--- src/rtl/commit_ctrl_if.sv ---
// Commit bus: ROB head fields in, register-file write port, flush and redirect out.
interface commit_ctrl_if #(
  parameter int unsigned ROB_W = 4
);
  // ROB head
  logic             head_valid;
  logic             head_ready;
  logic [ROB_W-1:0] head_rob_id;
  logic             head_has_rd;
  logic [4:0]       head_rd;
  logic [31:0]      head_value;
  logic             head_mispredict;
  logic [31:0]      head_target;
  // Retire / write port / flush
  logic             pop_head;
  logic             need_set_reg_value;
  logic [4:0]       set_value_reg_id;
  logic [31:0]      set_val;
  logic [ROB_W-1:0] set_reg_rob_id;
  logic             clear;
  logic             redirect_valid;
  logic [31:0]      redirect_pc;
  logic [31:0]      commit_count;

  // Controller side
  modport master (
    input  head_valid, head_ready, head_rob_id, head_has_rd, head_rd, head_value,
    input  head_mispredict, head_target,
    output pop_head, need_set_reg_value, set_value_reg_id, set_val, set_reg_rob_id,
    output clear, redirect_valid, redirect_pc, commit_count
  );

  // ROB / register file side
  modport slave (
    output head_valid, head_ready, head_rob_id, head_has_rd, head_rd, head_value,
    output head_mispredict, head_target,
    input  pop_head, need_set_reg_value, set_value_reg_id, set_val, set_reg_rob_id,
    input  clear, redirect_valid, redirect_pc, commit_count
  );
endinterface

--- src/rtl/commit_ctrl.sv ---
// In-order retirement controller: retires one ready ROB head per cycle, drives the
// register file write port, and on a mispredict redirects the PC and holds clear.
module commit_ctrl #(
  parameter int unsigned ROB_W        = 4,
  parameter int unsigned FLUSH_CYCLES = 2
) (
  input logic          clk,
  input logic          rst,
  input logic          rdy,
  commit_ctrl_if.master bus
);

  localparam int unsigned CntW = (FLUSH_CYCLES > 1) ? $clog2(FLUSH_CYCLES) : 1;

  localparam logic [0:0] StRun   = 1'b0;
  localparam logic [0:0] StFlush = 1'b1;

  logic [0:0]       state_q, state_d;
  logic [CntW-1:0]  cnt_q, cnt_d;
  logic             need_q, need_d;
  logic [4:0]       reg_id_q, reg_id_d;
  logic [31:0]      val_q, val_d;
  logic [ROB_W-1:0] rob_id_q, rob_id_d;
  logic             clear_q, clear_d;
  logic             redir_q, redir_d;
  logic [31:0]      redir_pc_q, redir_pc_d;
  logic [31:0]      count_q, count_d;
  logic             fire;

  // Head is ignored while in reset so no retire is reported during rst.
  assign fire = rdy && !rst && (state_q == StRun) && bus.head_valid && bus.head_ready;

  assign bus.pop_head           = fire;
  assign bus.need_set_reg_value = need_q;
  assign bus.set_value_reg_id   = reg_id_q;
  assign bus.set_val            = val_q;
  assign bus.set_reg_rob_id     = rob_id_q;
  assign bus.clear              = clear_q;
  assign bus.redirect_valid     = redir_q;
  assign bus.redirect_pc        = redir_pc_q;
  assign bus.commit_count       = count_q;

  // Next-state: retire in RUN, count down the flush window in FLUSH.
  always_comb begin
    state_d    = state_q;
    cnt_d      = cnt_q;
    need_d     = 1'b0;
    reg_id_d   = reg_id_q;
    val_d      = val_q;
    rob_id_d   = rob_id_q;
    clear_d    = clear_q;
    redir_d    = 1'b0;
    redir_pc_d = redir_pc_q;
    count_d    = count_q;
    if (state_q == StFlush) begin
      if (cnt_q == '0) begin
        clear_d = 1'b0;
        state_d = StRun;
      end else begin
        cnt_d = cnt_q - 1'b1;
      end
    end else if (fire) begin
      need_d   = bus.head_has_rd && (bus.head_rd != 5'd0);
      reg_id_d = bus.head_rd;
      val_d    = bus.head_value;
      rob_id_d = bus.head_rob_id;
      count_d  = count_q + 32'd1;
      // A mispredicted branch still writes its rd (e.g. jalr link).
      if (bus.head_mispredict) begin
        redir_d    = 1'b1;
        redir_pc_d = bus.head_target;
        clear_d    = 1'b1;
        state_d    = StFlush;
        cnt_d      = CntW'(FLUSH_CYCLES - 1);
      end
    end
  end

  // State update; rdy low freezes everything, including held pulses.
  always_ff @(posedge clk) begin
    if (rst) begin
      state_q    <= StRun;
      cnt_q      <= '0;
      need_q     <= 1'b0;
      reg_id_q   <= '0;
      val_q      <= '0;
      rob_id_q   <= '0;
      clear_q    <= 1'b0;
      redir_q    <= 1'b0;
      redir_pc_q <= '0;
      count_q    <= '0;
    end else if (rdy) begin
      state_q    <= state_d;
      cnt_q      <= cnt_d;
      need_q     <= need_d;
      reg_id_q   <= reg_id_d;
      val_q      <= val_d;
      rob_id_q   <= rob_id_d;
      clear_q    <= clear_d;
      redir_q    <= redir_d;
      redir_pc_q <= redir_pc_d;
      count_q    <= count_d;
    end
  end

endmodule
--- src/flat_wrapper.sv ---
// flat-port wrapper written by rule: the top's interface ports become plain ports
module commit_ctrl_flat 
#(
  parameter int unsigned ROB_W        = 4,
  parameter int unsigned FLUSH_CYCLES = 2
)
  (clk, rst, rdy, bus_head_valid, bus_head_ready, bus_head_rob_id, bus_head_has_rd, bus_head_rd, bus_head_value, bus_head_mispredict, bus_head_target, bus_pop_head, bus_need_set_reg_value, bus_set_value_reg_id, bus_set_val, bus_set_reg_rob_id, bus_clear, bus_redirect_valid, bus_redirect_pc, bus_commit_count);
  commit_ctrl_if #(.ROB_W(ROB_W)) bus_i ();
  input logic clk;
  input logic rst;
  input logic rdy;
  input wire logic [$bits(bus_i.head_valid)-1:0] bus_head_valid;
  input wire logic [$bits(bus_i.head_ready)-1:0] bus_head_ready;
  input wire logic [$bits(bus_i.head_rob_id)-1:0] bus_head_rob_id;
  input wire logic [$bits(bus_i.head_has_rd)-1:0] bus_head_has_rd;
  input wire logic [$bits(bus_i.head_rd)-1:0] bus_head_rd;
  input wire logic [$bits(bus_i.head_value)-1:0] bus_head_value;
  input wire logic [$bits(bus_i.head_mispredict)-1:0] bus_head_mispredict;
  input wire logic [$bits(bus_i.head_target)-1:0] bus_head_target;
  output wire logic [$bits(bus_i.pop_head)-1:0] bus_pop_head;
  output wire logic [$bits(bus_i.need_set_reg_value)-1:0] bus_need_set_reg_value;
  output wire logic [$bits(bus_i.set_value_reg_id)-1:0] bus_set_value_reg_id;
  output wire logic [$bits(bus_i.set_val)-1:0] bus_set_val;
  output wire logic [$bits(bus_i.set_reg_rob_id)-1:0] bus_set_reg_rob_id;
  output wire logic [$bits(bus_i.clear)-1:0] bus_clear;
  output wire logic [$bits(bus_i.redirect_valid)-1:0] bus_redirect_valid;
  output wire logic [$bits(bus_i.redirect_pc)-1:0] bus_redirect_pc;
  output wire logic [$bits(bus_i.commit_count)-1:0] bus_commit_count;
  assign bus_i.head_valid = bus_head_valid;
  assign bus_i.head_ready = bus_head_ready;
  assign bus_i.head_rob_id = bus_head_rob_id;
  assign bus_i.head_has_rd = bus_head_has_rd;
  assign bus_i.head_rd = bus_head_rd;
  assign bus_i.head_value = bus_head_value;
  assign bus_i.head_mispredict = bus_head_mispredict;
  assign bus_i.head_target = bus_head_target;
  assign bus_pop_head = bus_i.pop_head;
  assign bus_need_set_reg_value = bus_i.need_set_reg_value;
  assign bus_set_value_reg_id = bus_i.set_value_reg_id;
  assign bus_set_val = bus_i.set_val;
  assign bus_set_reg_rob_id = bus_i.set_reg_rob_id;
  assign bus_clear = bus_i.clear;
  assign bus_redirect_valid = bus_i.redirect_valid;
  assign bus_redirect_pc = bus_i.redirect_pc;
  assign bus_commit_count = bus_i.commit_count;
  commit_ctrl #(.ROB_W(ROB_W), .FLUSH_CYCLES(FLUSH_CYCLES)) u_core (.clk(clk), .rst(rst), .rdy(rdy), .bus(bus_i));
endmodule
--- config.mk ---
export PLATFORM = sky130hd
export DESIGN_NAME = commit_ctrl_flat
export DESIGN_NICKNAME = d
export VERILOG_FILES = /design/src/rtl/commit_ctrl_if.sv /design/src/rtl/commit_ctrl.sv /design/src/flat_wrapper.sv
export SDC_FILE = /design/constraint.sdc
export NUM_CORES = 1
export LEC_CHECK = 0
export ABC_CLOCK_PERIOD_IN_PS = 2300
export BUFFER_PORTS_ARGS = -buffer_cell sky130_fd_sc_hd__buf_2
export CORE_MARGIN = 3
export CORE_UTILIZATION = 47
export DETAILED_ROUTE_END_ITERATION = 10
export GPL_ROUTABILITY_DRIVEN = 0
export HOLD_SLACK_MARGIN = 0.12
export PLACE_DENSITY = 0.88
export SLEW_MARGIN = 20
export SYNTH_ARGS = -nofsm -noshare
export SYNTH_HDL_FRONTEND = slang
export SYNTH_SLANG_ARGS = --single-unit
--- constraint.sdc ---
create_clock -name clk -period 2.3 [get_ports clk]
set_input_delay 0.345 -clock clk [delete_from_list [all_inputs] [get_ports clk]]
set_output_delay 0.345 -clock clk [all_outputs]
set_load 0.1 [all_outputs]
Word-level counts from Yosys, hierarchy flattened
Cells that the tools add are included.
{"block": "totals", "inputBits": 80, "regBits": 110, "wordCells": 40, "output_inout_bits": 109}
{"block": "classes", "reduce_logical": 13, "eq_ne": 1, "addsub": 2, "mux": 13, "bitwise_logic": 1}
{"operator": "adder 32 x 1 -> 32 bit (second input constant)", "count": 1}
{"operator": "2-to-1 mux 1 bit", "count": 13}
{"operator": "AND reduction 4 bit", "count": 2}
{"operator": "AND reduction 3 bit", "count": 2}
{"operator": "logical AND 1 bit", "count": 5}
{"operator": "nonzero test 5 bit", "count": 1}
{"operator": "nonzero test 2 bit", "count": 2}
{"operator": "inequality test 2 bit (second input constant)", "count": 1}
{"operator": "logical NOT 1 bit", "count": 1}
{"operator": "NOT 1 bit", "count": 1}
{"operator": "subtractor 1 bit (second input constant)", "count": 1}

Logic depth before layout (Yosys ltp)
Gate-level depths: netlist (run 1).
{"block": "depth", "depth_word": 7, "ltp_mapped": 7, "mapped_depth_nobuf": 5}

Least setup slack after synthesis (run 1)
OpenSTA, ideal clock, no wires.
{"block": "synth_path", "kind": "reg-to-reg", "startpoint": "register u_core.count_q[16] (netlist: u_core.bus.commit_count[16])", "endpoint": "register u_core.count_q[30] (netlist: u_core.bus.commit_count[30])", "synth_period_minus_slack_ns": 2.484, "setup_slack_ns": -0.184, "setup_time_ns": 0.123, "path_buffers": 1, "stages_incl_launch_ff": 6, "arrival_ns": 2.361, "required_time_ns": 2.177, "cell_sequence": "dfxtp_1 > nand4_1 > or4_1 > buf_2 > nor4_2 > mux2_1"}
{"block": "synth_via", "elab_chain_cells": 1}
{"element": "from (decl)", "line_no": "commit_ctrl.sv:27", "rtl": "logic [31:0] count_q, count_d;"}
{"element": "from (signal assigned)", "line_no": "commit_ctrl.sv:102", "rtl": "count_q <= count_d;"}
{"element": "adder 32 x 1 -> 32 bit", "line_no": "commit_ctrl.sv:67", "rtl": "count_d = count_q + 32'd1;"}
Every way passes these cells.
A chain may end at the register's enable or synchronous reset.

Worst setup path after layout (run 1)
{"block": "layout_path", "startpoint": "register u_core.state_q", "endpoint": "output bus_pop_head"}
{"block": "layout_via", "elab_chain_cells": 4}
{"element": "from (decl)", "line_no": "commit_ctrl.sv:18", "rtl": "logic [0:0] state_q, state_d;"}
{"element": "from (signal assigned)", "line_no": "commit_ctrl.sv:82", "rtl": "state_q <= StRun;"}
{"element": "from (signal assigned)", "line_no": "commit_ctrl.sv:93", "rtl": "state_q <= state_d;"}
{"element": "NOT 1 bit (no line)"}
{"element": "logical AND 1 bit (3 in a row)", "line_no": "commit_ctrl.sv:31", "rtl": "assign fire = rdy && !rst && (state_q == StRun) && bus.head_valid && bus.head_ready;"}
{"element": "to (decl)", "line_no": "flat_wrapper.sv:20", "rtl": "output wire logic [$bits(bus_i.pop_head)-1:0] bus_pop_head;"}
Every way passes these cells.

==> results of run 1 <==
[area by class of cell]
type                    instances  area, sq um  area share
flip-flops and latches        110         2216      0.4004
repair buffers                197         1039      0.1877
clock inverters                 6        92.59     0.01673
inverters                       7        26.28    0.004748
well taps                     108        135.1     0.02442
multi-input cells             378         1898      0.3430
clock buffers                  10        127.6     0.02306
[sequential cells by signal, summed over array words and instances (netlist names)]
register / flops
u_core.bus.set_value_reg_id: 5
u_core.bus.commit_count: 32
u_core.bus.need_set_reg_value: 1
u_core.bus.redirect_pc: 32
u_core.bus.clear: 1
u_core.bus.redirect_valid: 1
u_core.state_q: 1
u_core.cnt_q: 1
u_core.bus.set_val: 32
u_core.bus.set_reg_rob_id: 4
[metrics by stage]
stage	setup TNS, ns	hold slack (ns)
after floorplan	-0.1278	0.4459
after global placement	0	0.4377
after detailed placement	0	0.4441
after CTS	0	0.1946
after global routing	0	0.1905
final	0	0.2062
[cell usage in the layout (no fill, tap or decap), types with 2 or more instances in the layout]
| master | instances |
|---|---|
| buf_2 | 186 |
| clkinvlp_4 | 2 |
| xor2_1 | 4 |
| xnor2_1 | 3 |
| nand4_1 | 10 |
| and4_1 | 6 |
| inv_6 | 2 |
| dfxtp_1 | 99 |
| nor4_1 | 2 |
| a21oi_1 | 94 |
| buf_12 | 2 |
| or2_2 | 5 |
| o211ai_1 | 2 |
| or3_1 | 12 |
| buf_4 | 9 |
| nand3_1 | 14 |
| or2_1 | 2 |
| nand2_1 | 163 |
| o21ai_0 | 3 |
| and2b_1 | 2 |
| mux2_1 | 2 |
| and3_1 | 3 |
| nor2_1 | 9 |
| bufinv_16 | 2 |
| clkbuf_8 | 9 |
| or4_1 | 7 |
| o21ai_1 | 10 |
| inv_1 | 6 |
| o31ai_1 | 4 |
| o41ai_1 | 6 |
| dfxtp_2 | 11 |
| o311ai_1 | 6 |
[report_power, final]
group	total [mW]	internal [mW]	leakage, nW	switching (mW)
registers	1.96	1.94	0.895	0.0178
logic	0.470	0.105	1.38	0.365
clock network	1.28	0.623	0.104	0.654
total	3.70	2.67	2.38	1.04
[worst paths after layout]
kind	cells past startpoint	to	startpoint
worst max-delay path	4	bus_pop_head	u_core.state_q$_SDFFE_PP0P_
worst min-delay path	3	u_core.bus.redirect_pc[23]$_SDFFE_PP0P_	bus_head_target[23]
worst max register to register	4	u_core.bus.commit_count[30]$_SDFFE_PP0P_	u_core.bus.commit_count[16]$_SDFFE_PP0P_
worst min register to register	2	u_core.bus.set_val[22]$_SDFFE_PP0P_	u_core.bus.set_val[22]$_SDFFE_PP0P_
[synth_stat cells, types with 3 or more instances]
| cell | instances | share of area |
|---|---|---|
| and3_1 | 3 | 0.0044 |
| a21oi_1 | 94 | 0.11 |
| buf_1 | 8 | 0.0070 |
| xor2_1 | 4 | 0.0082 |
| o21ai_1 | 10 | 0.012 |
| nand2_1 | 163 | 0.14 |
| nand3_1 | 14 | 0.016 |
| or3_1 | 12 | 0.018 |
| dfxtp_1 | 110 | 0.52 |
| o31ai_1 | 4 | 0.0070 |
| o41ai_1 | 6 | 0.012 |
| inv_1 | 6 | 0.0053 |
| or2_2 | 5 | 0.0073 |
| clkbuf_1 | 19 | 0.017 |
| or4_1 | 7 | 0.012 |
| o21ai_0 | 3 | 0.0035 |
| and4_1 | 6 | 0.012 |
| nor2_1 | 10 | 0.0088 |
| xnor2_1 | 3 | 0.0062 |
| buf_2 | 8 | 0.0094 |
| nand4_1 | 10 | 0.015 |
| o311ai_1 | 6 | 0.012 |
[critical path, cell delays in order (launching register included)]
cell and delay, ns:
dfxtp_1 0.34, nand4b_1 0.23, buf_4 0.31, nor2_2 0.19
buf_12 0.19
[routing by layer]
layer,GRT usage,wire [um],vias to the layer above
met3,0.06198,827,27
met2,0.3788,6009,164
met4,0.08384,315,0
li1,-,-,2156
met5,0,0,-
met1,0.2656,4631,2018
[cell families after synthesis]
| family | Yosys count | synth area share |
|---|---|---|
| buf+inv | 42 | 0.03932 |
| fa+ha+maj | 1 | 0.002934 |
| compound gates | 125 | 0.1608 |
| simple gates | 243 | 0.2609 |
| flops | 110 | 0.5164 |
| mux | 2 | 0.005281 |
| xor+xnor | 7 | 0.01438 |
==> impl_metrics.json, run 1 <==
{
  "first_pass_iters": 5,
  "hold_viol": 0,
  "antenna_found_initial": 0,
  "crit_required_ns": 1.96,
  "yosysSeqAreaShare": 0.5164,
  "viasPerCell": 5.349,
  "maxSlewHeadroom": 0.5541,
  "htree_levels": 3,
  "irDropWorstVdd_v": 0.0004506,
  "cap_violations": 0,
  "ant_nets": 0,
  "synth_cell_types": 35,
  "finish.utilization": 0.6315,
  "io_buffers": 188,
  "fin_cells": 816,
  "finalSetupViolations": 0,
  "critPathLaunchType": "flip-flop",
  "cts.sinks": 110,
  "die_x_um": 101.3,
  "crit_fanout": 46,
  "final-max-slew-violation-count": 0,
  "clk_latency_ns": 0.36,
  "dp_hpwl_mm": 8.536,
  "ctsResizeCount": 0,
  "grt_pass1_vias": 4039,
  "overflow": 0,
  "avgSynthCellArea_sq_um": 8.045,
  "clockBufferDepth": 2,
  "drc": 0,
  "nNetsFinal": 784,
  "rows": 34,
  "cts-root-buf": "clkbuf_8",
  "dp_cells": 800,
  "outcome": "finished, final reports clean",
  "routed_wirelength_mm": 11.78,
  "layout_min_cycle_time_ns": 1.980,
  "worstMarginPinSlew_ns": 0.6689,
  "critical_path_arrival_ns": 1.63,
  "cts_hold_buffers": 0,
  "area.growth.synth_to_final_pct": 29.78,
  "drt_iter0_drc": 151,
  "design.die.area_sq_um": 10250,
  "grt_pass1_wl_mm": 18.67,
  "die_y_um": 101.3,
  "worst_setup_path_end_kind": "output pin",
  "grt_max_degree": 65,
  "ff2ff_setup_slack_ns": 0.34,
  "fmax_mhz": 505.1,
  "start_util": 0.4866,
  "ios": 189,
  "wl_per_cell_um": 14.44,
  "track_usage": 0.2220,
  "leakagePower_nw": 2.384,
  "rsz0062_at_grt": "no",
  "syn_nets": 611,
  "power_density_nw_per_um2": 669.1,
  "min_path_type": "input port to flip-flop",
  "setup_ws_ns": 0.3202,
  "path_clk_slew_ns": 0.11,
  "drive_gt1_frac": 0.3277,
  "worstSetupPathType": "flip-flop to output pin",
  "dp_slack_ns": 0.3510,
  "netlist_area_sq_um": 4264,
  "min_period_over_period": 0.8608,
  "syn_inst": 530,
  "worst_clock_skew_ns": 0.01437,
  "postSynth.asyncResetShare": 0,
  "post_cts_buffers": 0,
  "diodes": 0,
  "p_total_mw": 3.703,
  "synth_ff_type": "dfxtp_1",
  "fin_area_sq_um": 5534,
  "cts_tree": "done",
  "synth-edff-count": 0,
  "cts_buffers": 9,
  "vias": 4365,
  "postPlaceCellArea_sq_um": 5314,
  "coreArea_sq_um": 8763,
  "synth-warning-count": 0,
  "fill_cells": 751,
  "ys_seq_elements": 110
}
(Power assumes the default switching activity.)
==> run 2, diff against run 1 <==
--- a/config.mk
+++ b/config.mk
@@ -12,7 +12,7 @@
 export DETAILED_ROUTE_END_ITERATION = 10
 export GPL_ROUTABILITY_DRIVEN = 0
 export HOLD_SLACK_MARGIN = 0.12
-export PLACE_DENSITY = 0.88
+export PLACE_DENSITY = 0.83
 export SLEW_MARGIN = 20
 export SYNTH_ARGS = -nofsm -noshare
 export SYNTH_HDL_FRONTEND = slang
==> run 2 against run 1 <==
  * Clock skew about the same
  * Highest routed layer unchanged
  * Critical path depth down 1
  * Global-route usage up 0.12 points
  * Largest cell class unchanged
  * Maximum frequency up 2.0%
  * Setup slack better by 0.039 ns
  * Count of clock-buffer cells in the layout up 1
==> impl_metrics.json, run 2 (same netlist as run 1, synthesis figures left out) <==
{
  "outcome": "finished, final reports clean",
  "first_pass_iters": 5,
  "p_sw_frac": 0.2873,
  "maxSlewHeadroom": 0.5933,
  "fmax_mhz": 515.2,
  "layout_min_cycle_time_ns": 1.941,
  "antenna_found_initial": 0,
  "ctsResizeCount": 0,
  "ant_nets": 0,
  "fin_cells": 816,
  "drive_gt1_frac": 0.3277,
  "grt_pass1_vias": 3966,
  "post_cts_buffers": 0,
  "hold_depth": 3,
  "fill_cells": 780,
  "leakagePower_nw": 2.374,
  "ios": 189,
  "layout.cells.most_common_list": "buf_2, nand2_1, dfxtp_1, a21oi_1, nand3_1",
  "routed_wirelength_mm": 11.57,
  "dp_cells": 800,
  "worst_clock_skew_ns": 0.01478,
  "viasPerCell": 5.254,
  "final_common_cell": "buf_2",
  "die_x_um": 101.3,
  "io_buffers": 188,
  "diodes": 0,
  "clockBufferDepth": 2,
  "worst_setup_path_end_kind": "output pin",
  "start_util": 0.4866,
  "fin_setup_tns_ns": 0,
  "area.growth.synth_to_final_pct": 28.81,
  "final-max-slew-violation-count": 0,
  "crit_slowest_cell": "buf_2",
  "track_usage": 0.2232,
  "p_sw_mw": 1.043,
  "cellInternalPower_mw": 2.587,
  "clk_latency_ns": 0.37,
  "drt_iter0_drc": 226,
  "cts_tree": "done",
  "worstMarginPinSlew_ns": 0.6101,
  "cap_violations": 0,
  "critical_path_arrival_ns": 1.60,
  "crit_chain": "nand4b_1, nor2_2, buf_2",
  "coreArea_sq_um": 8763,
  "hold_viol": 0,
  "rsz0062_at_grt": "no",
  "cts.sinks": 110,
  "grt_max_degree": 61,
  "cts_buffers": 9,
  "irDropWorstVdd_v": 0.0004008,
  "crit_required_ns": 1.96,
  "vias": 4287,
  "overflow": 0,
  "rr_worst_depth": 4,
  "worstSetupPathType": "flip-flop to output pin",
  "drc": 0,
  "min_period_over_period": 0.8439,
  "cts_hold_buffers": 0,
  "rows": 34,
  "pwr-share-comb": 0.128,
  "nNetsFinal": 784,
  "critPathLaunchType": "flip-flop",
  "die_y_um": 101.3,
  "multi_input_area_sq_um": 1898,
  "finalSetupViolations": 0,
  "finish.utilization": 0.6268,
  "power_density_nw_per_um2": 660.8,
  "cts-root-buf": "clkbuf_8",
  "min_path_type": "input port to flip-flop",
  "clkPwrFrac": 0.333,
  "htree_levels": 3,
  "dp_hpwl_mm": 8.399,
  "grt_pass1_wl_mm": 18.63,
  "slowest_delay_ns": 0.46,
  "wl_per_cell_um": 14.17,
  "seq_area_sq_um": 2216,
  "crit_fanout": 4,
  "design.die.area_sq_um": 10250,
  "hold_slack_ns": 0.1962,
  "pwr-share-seq": 0.539,
  "path_clk_slew_ns": 0.11
}
## run 2: cell types whose count changed in the layout (fill, tap and decap cells not counted)
cell / delta
buf_12: -2
clkinv_4: +2
clkinvlp_4: -2
buf_2: +1
buf_4: +1
bufinv_16: -1
clkbuf_8: +1
## run 2: worst max-delay path: cells and delay by family (launching register included)
family,cells,cell delay (ns)
AND/OR/NAND/NOR,2,0.45
buffers and inverters,1,0.46
flip-flops,1,0.34
## run 2: per-stage QoR
stage	setup WS [ns]	cell area (sq um)	power [mW]
global placement	0.4027	5286	2.457
finish	0.3589	5493	3.629
floorplan	-0.1278	4280	2.337
global route	0.2195	5493	3.772
CTS	0.3399	5493	3.662
detailed placement	0.3210	5286	2.465
## run 2: path summary, 6_finish.rpt
kind,startpoint,to,slack (ns)
worst min-delay path,bus_head_target[28],u_core.bus.redirect_pc[28]$_SDFFE_PP0P_,0.20
worst max register to register,u_core.state_q$_SDFFE_PP0P_,u_core.bus.commit_count[27]$_SDFFE_PP0P_,0.36
worst max-delay path,u_core.state_q$_SDFFE_PP0P_,bus_pop_head,0.36
worst min register to register,u_core.bus.set_val[9]$_SDFFE_PP0P_,u_core.bus.set_val[9]$_SDFFE_PP0P_,0.46
## run 2: area by class of cell
class,instances,share of cell area
repair buffers,197,0.1841
clock inverters,5,0.01185
flip-flops and latches,110,0.4034
clock buffers,11,0.02574
inverters,7,0.004784
well taps,108,0.02460
multi-input cells,378,0.3456
## run 2: metal layers
layer / wire [um] / GRT usage / vias up
met4: 258 / 0.08896 / 0
li1: - / - / 2168
met3: 909 / 0.05441 / 21
met1: 4763 / 0.2818 / 1951
met5: 0 / 0 / -
met2: 5635 / 0.3672 / 147
## run 2: power groups by stage
stage / Sequential (mW) / Combinational (mW) / Clock, mW
finish: 1.96 / 0.465 / 1.21
global route: 1.96 / 0.491 / 1.32
CTS: 1.96 / 0.467 / 1.24
detailed placement: 2.00 / 0.466 / 0
global placement: 2.00 / 0.460 / 0
floorplan: 2.24 / 0.0997 / 0
